===== src/rtl/cam_pkg.sv =====
// cam_pkg: definitions shared by the camshift tracking controller.
//   COORD_W   width of one window coordinate
//   WIN_W     width of a packed search window
//   win_t     packed window {c_min, c_max, r_min, r_max}
//   state_t   one-hot sequencer states
//   clamp_coord  limits one coordinate to an upper bound
package cam_pkg;

  localparam int COORD_W = 11;
  localparam int WIN_W   = 4 * COORD_W;

  // The field order fixes the bus packing:
  // c_min [43:33], c_max [32:22], r_min [21:11], r_max [10:0].
  typedef struct packed {
    logic [COORD_W-1:0] c_min;
    logic [COORD_W-1:0] c_max;
    logic [COORD_W-1:0] r_min;
    logic [COORD_W-1:0] r_max;
  } win_t;

  typedef enum logic [5:0] {
    ST_IDLE   = 6'b000001,
    ST_ARMED  = 6'b000010,
    ST_LAUNCH = 6'b000100,
    ST_WAIT   = 6'b001000,
    ST_CHECK  = 6'b010000,
    ST_LOST   = 6'b100000
  } state_t;

  function automatic logic [COORD_W-1:0] clamp_coord(input logic [COORD_W-1:0] v,
                                                     input logic [COORD_W-1:0] lim);
    return (v > lim) ? lim : v;
  endfunction

endpackage


===== src/rtl/win_clamp.sv =====
// win_clamp: combinational legalisation of a search window against the image.
//   win_in   raw window {c_min, c_max, r_min, r_max}
//   win_out  window with every coordinate inside the image and min <= max
// Both ends of an axis are clamped before ordering, so an inverted window
// that lies partly off-image still ends up fully inside it.
module win_clamp
  import cam_pkg::*;
#(
  parameter int IMG_W = 640,
  parameter int IMG_H = 480
) (
  input  win_t win_in,
  output win_t win_out
);

  localparam logic [COORD_W-1:0] COL_LIM = COORD_W'(IMG_W - 1);
  localparam logic [COORD_W-1:0] ROW_LIM = COORD_W'(IMG_H - 1);

  logic [COORD_W-1:0] c_a, c_b, r_a, r_b;

  always_comb begin
    c_a = clamp_coord(win_in.c_min, COL_LIM);
    c_b = clamp_coord(win_in.c_max, COL_LIM);
    r_a = clamp_coord(win_in.r_min, ROW_LIM);
    r_b = clamp_coord(win_in.r_max, ROW_LIM);

    win_out.c_min = (c_a > c_b) ? c_b : c_a;
    win_out.c_max = (c_a > c_b) ? c_a : c_b;
    win_out.r_min = (r_a > r_b) ? r_b : r_a;
    win_out.r_max = (r_a > r_b) ? r_a : r_b;
  end

endmodule


===== src/rtl/cam_track_ctrl.sv =====
// cam_track_ctrl: per-frame sequencer for the camshift tracking engine.
//   clk, rst_n     clock, asynchronous active-low reset
//   track_en       level, tracking enabled
//   frame_start    pulse, new frame available
//   init_valid     pulse, load init_win (clamped to the image)
//   init_win       {c_min, c_max, r_min, r_max}, 11 bits each
//   cam_en         launch pulse to camshift
//   win_o          window presented to camshift
//   w_o, h_o       image size constants
//   cam_done       completion pulse from camshift
//   res_win, cam_s camshift result window and area
//   trk_valid      pulse, accepted result with centre trk_x / trk_y
//   lost           level, target lost after repeated misses
//   busy           a camshift run is in flight (LAUNCH, WAIT, CHECK)
//   ovr_cnt        saturating count of frames dropped while busy
module cam_track_ctrl
  import cam_pkg::*;
#(
  parameter int IMG_W    = 640,
  parameter int IMG_H    = 480,
  parameter int MIN_AREA = 64,
  parameter int TIMEOUT  = 2000000,
  parameter int LOST_MAX = 3
) (
  input  logic               clk,
  input  logic               rst_n,
  input  logic               track_en,
  input  logic               frame_start,
  input  logic               init_valid,
  input  logic [WIN_W-1:0]   init_win,
  output logic               cam_en,
  output logic [WIN_W-1:0]   win_o,
  output logic [COORD_W-1:0] w_o,
  output logic [COORD_W-1:0] h_o,
  input  logic               cam_done,
  input  logic [WIN_W-1:0]   res_win,
  input  logic [21:0]        cam_s,
  output logic               trk_valid,
  output logic [COORD_W-1:0] trk_x,
  output logic [COORD_W-1:0] trk_y,
  output logic               lost,
  output logic               busy,
  output logic [7:0]         ovr_cnt
);

  localparam int                 TMR_W    = $clog2(TIMEOUT + 1);
  localparam logic [TMR_W-1:0]   TMR_LAST = TMR_W'(TIMEOUT - 1);
  localparam int                 MISS_W   = $clog2(LOST_MAX + 1);
  localparam logic [MISS_W-1:0]  MISS_LIM = MISS_W'(LOST_MAX);
  localparam logic [21:0]        AREA_MIN = 22'(MIN_AREA);

  state_t state_q, state_d;

  win_t               win_q, pend_win_q, cap_win_q, init_clamped, chk_init_win;
  logic               pend_q, to_q, lost_q, trk_valid_q;
  logic [21:0]        cap_s_q;
  logic [MISS_W-1:0]  miss_q, miss_inc, miss_after;
  logic [TMR_W-1:0]   tmr_q;
  logic [COORD_W-1:0] trk_x_q, trk_y_q;
  logic [7:0]         ovr_q;
  logic [COORD_W:0]   sum_c, sum_r;
  logic               in_run, init_now, init_defer, timeout_hit, chk_miss, chk_init;

  win_clamp #(.IMG_W(IMG_W), .IMG_H(IMG_H)) u_win_clamp (
    .win_in  (win_t'(init_win)),
    .win_out (init_clamped)
  );

  // An init arriving while camshift owns the window is parked and applied
  // when CHECK exits, so win_o never moves under an in-flight run.
  assign in_run     = state_q inside {ST_LAUNCH, ST_WAIT, ST_CHECK};
  assign init_now   = init_valid & ~in_run;
  assign init_defer = init_valid & in_run;
  assign chk_init   = (state_q == ST_CHECK) & (pend_q | init_valid);
  assign chk_init_win = init_valid ? init_clamped : pend_win_q;

  // cam_done wins over a timeout landing in the same cycle.
  assign timeout_hit = (state_q == ST_WAIT) & ~cam_done & (tmr_q == TMR_LAST);

  assign chk_miss = to_q | (cap_s_q < AREA_MIN)
                  | (cap_win_q.c_max <= cap_win_q.c_min)
                  | (cap_win_q.r_max <= cap_win_q.r_min);
  assign miss_inc   = (miss_q == MISS_LIM) ? miss_q : miss_q + MISS_W'(1);
  assign miss_after = chk_miss ? miss_inc : '0;

  // Centre is taken from the 12-bit sum so the carry is kept.
  assign sum_c = {1'b0, cap_win_q.c_min} + {1'b0, cap_win_q.c_max};
  assign sum_r = {1'b0, cap_win_q.r_min} + {1'b0, cap_win_q.r_max};

  // NOTE: sequential state uses non-blocking assignments so every register
  // samples the pre-edge values; blocking here would create order-dependent races.
  always_ff @(posedge clk or negedge rst_n) begin
    if (!rst_n) state_q <= ST_IDLE;
    else        state_q <= state_d;
  end

  // NOTE: every signal written here gets a default first, so no path can
  // leave one unassigned and infer a latch.
  always_comb begin
    state_d = state_q;
    cam_en  = 1'b0;
    busy    = in_run;
    unique case (state_q)
      ST_IDLE: begin
        if (init_valid && track_en) state_d = ST_ARMED;
      end
      ST_ARMED: begin
        if (init_valid)       state_d = track_en ? ST_ARMED : ST_IDLE;
        else if (!track_en)   state_d = ST_IDLE;
        else if (frame_start) state_d = ST_LAUNCH;
      end
      ST_LAUNCH: begin
        cam_en  = 1'b1;
        state_d = ST_WAIT;
      end
      ST_WAIT: begin
        if (cam_done || timeout_hit) state_d = ST_CHECK;
      end
      ST_CHECK: begin
        if (chk_init)                    state_d = track_en ? ST_ARMED : ST_IDLE;
        else if (miss_after == MISS_LIM) state_d = ST_LOST;
        else if (track_en)               state_d = ST_ARMED;
        else                             state_d = ST_IDLE;
      end
      ST_LOST: begin
        if (init_valid)     state_d = track_en ? ST_ARMED : ST_IDLE;
        else if (!track_en) state_d = ST_IDLE;
      end
      default: state_d = ST_IDLE;
    endcase
  end

  always_ff @(posedge clk or negedge rst_n) begin
    if (!rst_n) begin
      win_q       <= '0;
      pend_win_q  <= '0;
      cap_win_q   <= '0;
      pend_q      <= 1'b0;
      to_q        <= 1'b0;
      lost_q      <= 1'b0;
      trk_valid_q <= 1'b0;
      cap_s_q     <= '0;
      miss_q      <= '0;
      tmr_q       <= '0;
      trk_x_q     <= '0;
      trk_y_q     <= '0;
      ovr_q       <= '0;
    end else begin
      trk_valid_q <= 1'b0;

      if (frame_start && in_run && ovr_q != 8'hFF) ovr_q <= ovr_q + 8'd1;

      if (init_now) begin
        win_q  <= init_clamped;
        miss_q <= '0;
        lost_q <= 1'b0;
      end
      if (init_defer) begin
        pend_q     <= 1'b1;
        pend_win_q <= init_clamped;
      end

      unique case (state_q)
        ST_LAUNCH: tmr_q <= '0;
        ST_WAIT: begin
          if (cam_done) begin
            cap_win_q <= win_t'(res_win);
            cap_s_q   <= cam_s;
            to_q      <= 1'b0;
          end else if (timeout_hit) begin
            to_q <= 1'b1;
          end else begin
            tmr_q <= tmr_q + TMR_W'(1);
          end
        end
        ST_CHECK: begin
          pend_q <= 1'b0;
          if (!chk_miss) begin
            trk_valid_q <= 1'b1;
            trk_x_q     <= sum_c[COORD_W:1];
            trk_y_q     <= sum_r[COORD_W:1];
          end
          if (chk_init) begin
            win_q  <= chk_init_win;
            miss_q <= '0;
            lost_q <= 1'b0;
          end else begin
            if (!chk_miss) win_q <= cap_win_q;
            miss_q <= miss_after;
            if (miss_after == MISS_LIM) lost_q <= 1'b1;
          end
        end
        default: ;
      endcase
    end
  end

  assign win_o     = win_q;
  assign w_o       = COORD_W'(IMG_W);
  assign h_o       = COORD_W'(IMG_H);
  assign trk_valid = trk_valid_q;
  assign trk_x     = trk_x_q;
  assign trk_y     = trk_y_q;
  assign lost      = lost_q;
  assign ovr_cnt   = ovr_q;

endmodule

===== config.mk =====
export PLATFORM = sky130hd
export DESIGN_NAME = cam_track_ctrl
export DESIGN_NICKNAME = d
export VERILOG_FILES = /design/src/rtl/cam_pkg.sv /design/src/rtl/win_clamp.sv /design/src/rtl/cam_track_ctrl.sv
export SDC_FILE = /design/constraint.sdc
export NUM_CORES = 1
export LEC_CHECK = 0
export CORE_ASPECT_RATIO = 1.5
export CORE_UTILIZATION = 48
export DETAILED_ROUTE_END_ITERATION = 10
export PLACE_DENSITY_LB_ADDON = 0.08
export REMOVE_ABC_BUFFERS = 1
export SYNTH_ARGS = -nofsm -noshare
export SYNTH_HDL_FRONTEND = slang
export SYNTH_SLANG_ARGS = --single-unit

===== constraint.sdc =====
create_clock -name clk -period 2.5 [get_ports clk]
set_input_delay 0.75 -clock clk [delete_from_list [all_inputs] [get_ports clk]]
set_output_delay 0.75 -clock clk [all_outputs]
set_load 0.1 [all_outputs]

==> out/results.tsv <==
stage	metric	value	unit
grt	use_met3	3.90	%
sta	maxSlewViolCount	0	
setup_path	arrival	2100	ps
sta	slew_headroom	57.7	%
synthesis	syn_area	12100	µm²
synthesis	synth_edf_count	0	
detailed_routing	post_drt_wl_per_cell	19.1	µm
synthesis	syn_inst	1190	
synthesis	yosys.area.top_type	dfrtp_1	
sta	max_freq	0.350	GHz
synthesis	async_flop_share	100	%
job	cap_violations	0	
floorplanning	rows	70	
placement	place_inst	1827	
layout	area_growth	50.0	%
hold_path	hold_path.class	in -> async	
sta	hold_viol_final	0	
cts	htree_levels	1	
cts	cts_hold_buf	0	
setup_path	critPathBufInv	1	
grt	busiest_layer	met2	
grt	grtUsageMet1	31.4	%
setup_path	slowest_delay	570	ps
synthesis	yosysSeqAreaShare	43.8	%
cts	cts_sinks	211	
detailed_routing	vias_per_cell	5.60	
sta	rsz0062_at_grt	true	
layout	diodes	0	
detailed_routing	drt-initial-drc-count	626	
floorplanning	ios	216	
setup_path	crit_path_end_kind	output pin	
setup_path	cp_max_fo	4	
cts	insertion_delay	520	ps
synthesis	synth.area.top_cells	dfrtp_1, mux2_2, ha_1	
detailed_routing	drc_errors	0	
power	ir_worst_vdd	0.548	mV
synthesis	synth.yosys.warnings	0	
setup_path	cp.required	1750	ps
layout	nets	1763	
detailed_routing	vias	10724	
status	status	complete, but fails checks	
cts	cts.clk_slew.worst_paths	60	ps
layout	drive_gt1_share	41.6	%
synthesis	ys_types	68	
synthesis	syn_area_per_cell	10.1	µm²
placement	gp_congestion	0.862	
detailed_routing	ant_nets	0	
layout	fillCellCount	1750	
sta	min_period	2850	ps
setup_path	crit_family	simple AND/OR/NAND/NOR gates	
sta	fin_hold_ws	206	ps
sta	tightest_slew	634	ps
sta	period_share	114	%
grt	grt_usage	26.6	%
detailed_routing	dr.pass1.iters	5	
floorplanning	die_h	196	µm
placement	place_hpwl	24.1	mm
sta	setup_viol	61	
cts	cts_tree	yes	
grt	grt.overflow.total	0	
sta	fin_ws	-355	ps
grt	grt_max_degree	50	
cts	root_buffer	clkbuf_16	
setup_path	cp_cell_sequence	or4_4 > nor3b_4 > nor2_2 > nand2_2 > buf_12	
floorplanning	dieArea	25800	µm²
grt	grt_antenna_before_repair	0	
cts	cts-buffers-inserted	22	
floorplanning	initial_core_util	49.2	%
grt	grt_pass1_vias	10776	
layout	final_util	73.8	%
power	powerDensity	590	nW/µm²
status	violations	setup timing	
synthesis	synth_ff_type	dfrtp_1	
grt	grt_pass1_wl	55.0	mm
sta	fin_skew	19.8	ps
setup_path	startpoint_type	register	
synthesis	synth.top_cell.area_share	43.6	%
grt	met2_usage	48.1	%
power	finalPower	10.7	mW
placement	placement.io_buffers	187	
floorplanning	core	24500	µm²
setup_path	path_class	reg -> out	
detailed_routing	wirelength	36.7	mm
setup_path	cpMaxStageDelayCell	or4_4	
floorplanning	die_width	131	µm
synthesis	ys_ff_latch	211	
layout	instances_no_fill	1916	
cts	clockBufferDepth	3	
power	p_leak	8.42	nW
layout by cell type (no fill, tap or decap), types with 9 or more instances in the layout:
cell type	instances
o22ai_1	22
inv_1	51
buf_12	18
inv_2	13
nand3_1	12
o21ai_1	38
mux2i_2	10
clkbuf_2	10
mux2i_1	23
dfrtp_1	210
nand2_1	72
xor2_1	14
and2_1	15
o21ai_2	20
a21oi_1	47
nor2_1	62
clkdlybuf4s50_1	82
clkbuf_16	27
conb_1	28
ha_4	21
mux2_2	79
mux2_4	21
nor2_4	24
o211ai_1	18
xnor2_1	29
a211oi_1	16
buf_6	23
buf_4	259
ha_1	45
o21ai_0	28
nand4_1	19
mux2i_4	20
a21oi_2	9
a221oi_2	13
sequential cells by signal, summed over array words and instances, names as in the netlist, 2 cells and up:
register	count
miss_q	2
cap_s_q	16
ovr_cnt	8
cap_win_q	44
trk_y	11
win_o	44
tmr_q	21
pend_win_q	44
trk_x	11
state_q	6
metrics by stage:
| stage | setup TNS [ps] | worst slack (ps) | instance area (µm²) |
|---|---|---|---|
| floorplan | -289980 | -3040 | 11800 |
| global placement | -73570 | -1060 | 15300 |
| detailed placement | -82190 | -1220 | 15300 |
| CTS | -23550 | -416 | 16700 |
| global route | -13650 | -447 | 18100 |
| finish | -5100 | -355 | 18100 |
Yosys cell counts, types with 6 or more instances:
cell      instances
a211oi_1         22
a21oi_1          57
a221o_1           6
a221oi_1         14
and2_1           16
buf_1             8
buf_2            14
buf_4            27
clkbuf_1         25
dfrtp_1         210
ha_1             68
inv_1            66
mux2_2           96
mux2i_1          53
nand2_1          82
nand2b_1          9
nand3_1          15
nand4_1          19
nor2_1           89
nor2b_1           7
nor3_1           15
nor4_1           11
o211ai_1         18
o21ai_0          57
o21ai_1          30
o22ai_1          26
xnor2_1          29
xor2_1           14
power breakdown:
part | leakage (nW) | internal [mW] | total (mW) | switching (mW)
registers | 2.82 | 3.74 | 3.99 | 0.248
logic | 5.25 | 1.42 | 3.35 | 1.92
clock network | 0.353 | 1.92 | 3.34 | 1.42
routing by layer:
layer	wire length [µm]	part of all wire (%)
met4	1080	3.0
met1	14000	38
met3	1860	5.1
met5	0	0
met2	19800	54
repair_timing:
action	in CTS	in global routing
gates resized for setup	151	280
gates cloned	1	8
pin swaps	38	110
setup endpoints to repair	111	114
setup buffers	7	37
logic make-up (layout without fill, tap and decap cells):
| kind of cell | after synthesis | in the layout | share of synthesized area, % |
|---|---|---|---|
| AND/OR/NAND/NOR | 293 | 293 | 11.9 |
| AO/OA/AOI/OAI | 276 | 276 | 14.6 |
| flip-flops | 211 | 211 | 43.8 |
| multiplexers | 153 | 153 | 13.7 |
| buffers and inverters | 142 | 518 | 5.47 |
| adder cells (fa/ha/maj) | 70 | 70 | 7.38 |
| XOR/XNOR | 43 | 43 | 3.12 |
| other | 2 | 28 | 0.0623 |
cell type report:
| class | count | area [µm²] | share of cell area (%) |
|---|---|---|---|
| multi-input combinational | 863 | 7670 | 42.4 |
| sequential | 211 | 5280 | 29.2 |
| timing repair buffer | 412 | 3750 | 20.7 |
| clock buffer | 30 | 611 | 3.38 |
| tap | 324 | 405 | 2.24 |
| inverter | 67 | 264 | 1.46 |
| clock inverter | 9 | 109 | 0.602 |
final timing paths:
check | end | depth (start not counted) | from | slack (ps)
worst max-delay path | busy | 5 | state_q[0] | -350
worst max register to register | win_o[11] | 10 | cap_win_q[32] | -170
min in group clk | pend_win_q[10] | 1 | pend_win_q[10] | 480
max in group asynchronous | cap_s_q[11] | 2 | rst_n | 1690
worst min-delay path | win_o[33] | 1 | rst_n | 210
worst min register to register | pend_win_q[10] | 1 | pend_win_q[10] | 480
Power figures use the tool's default switching activity.
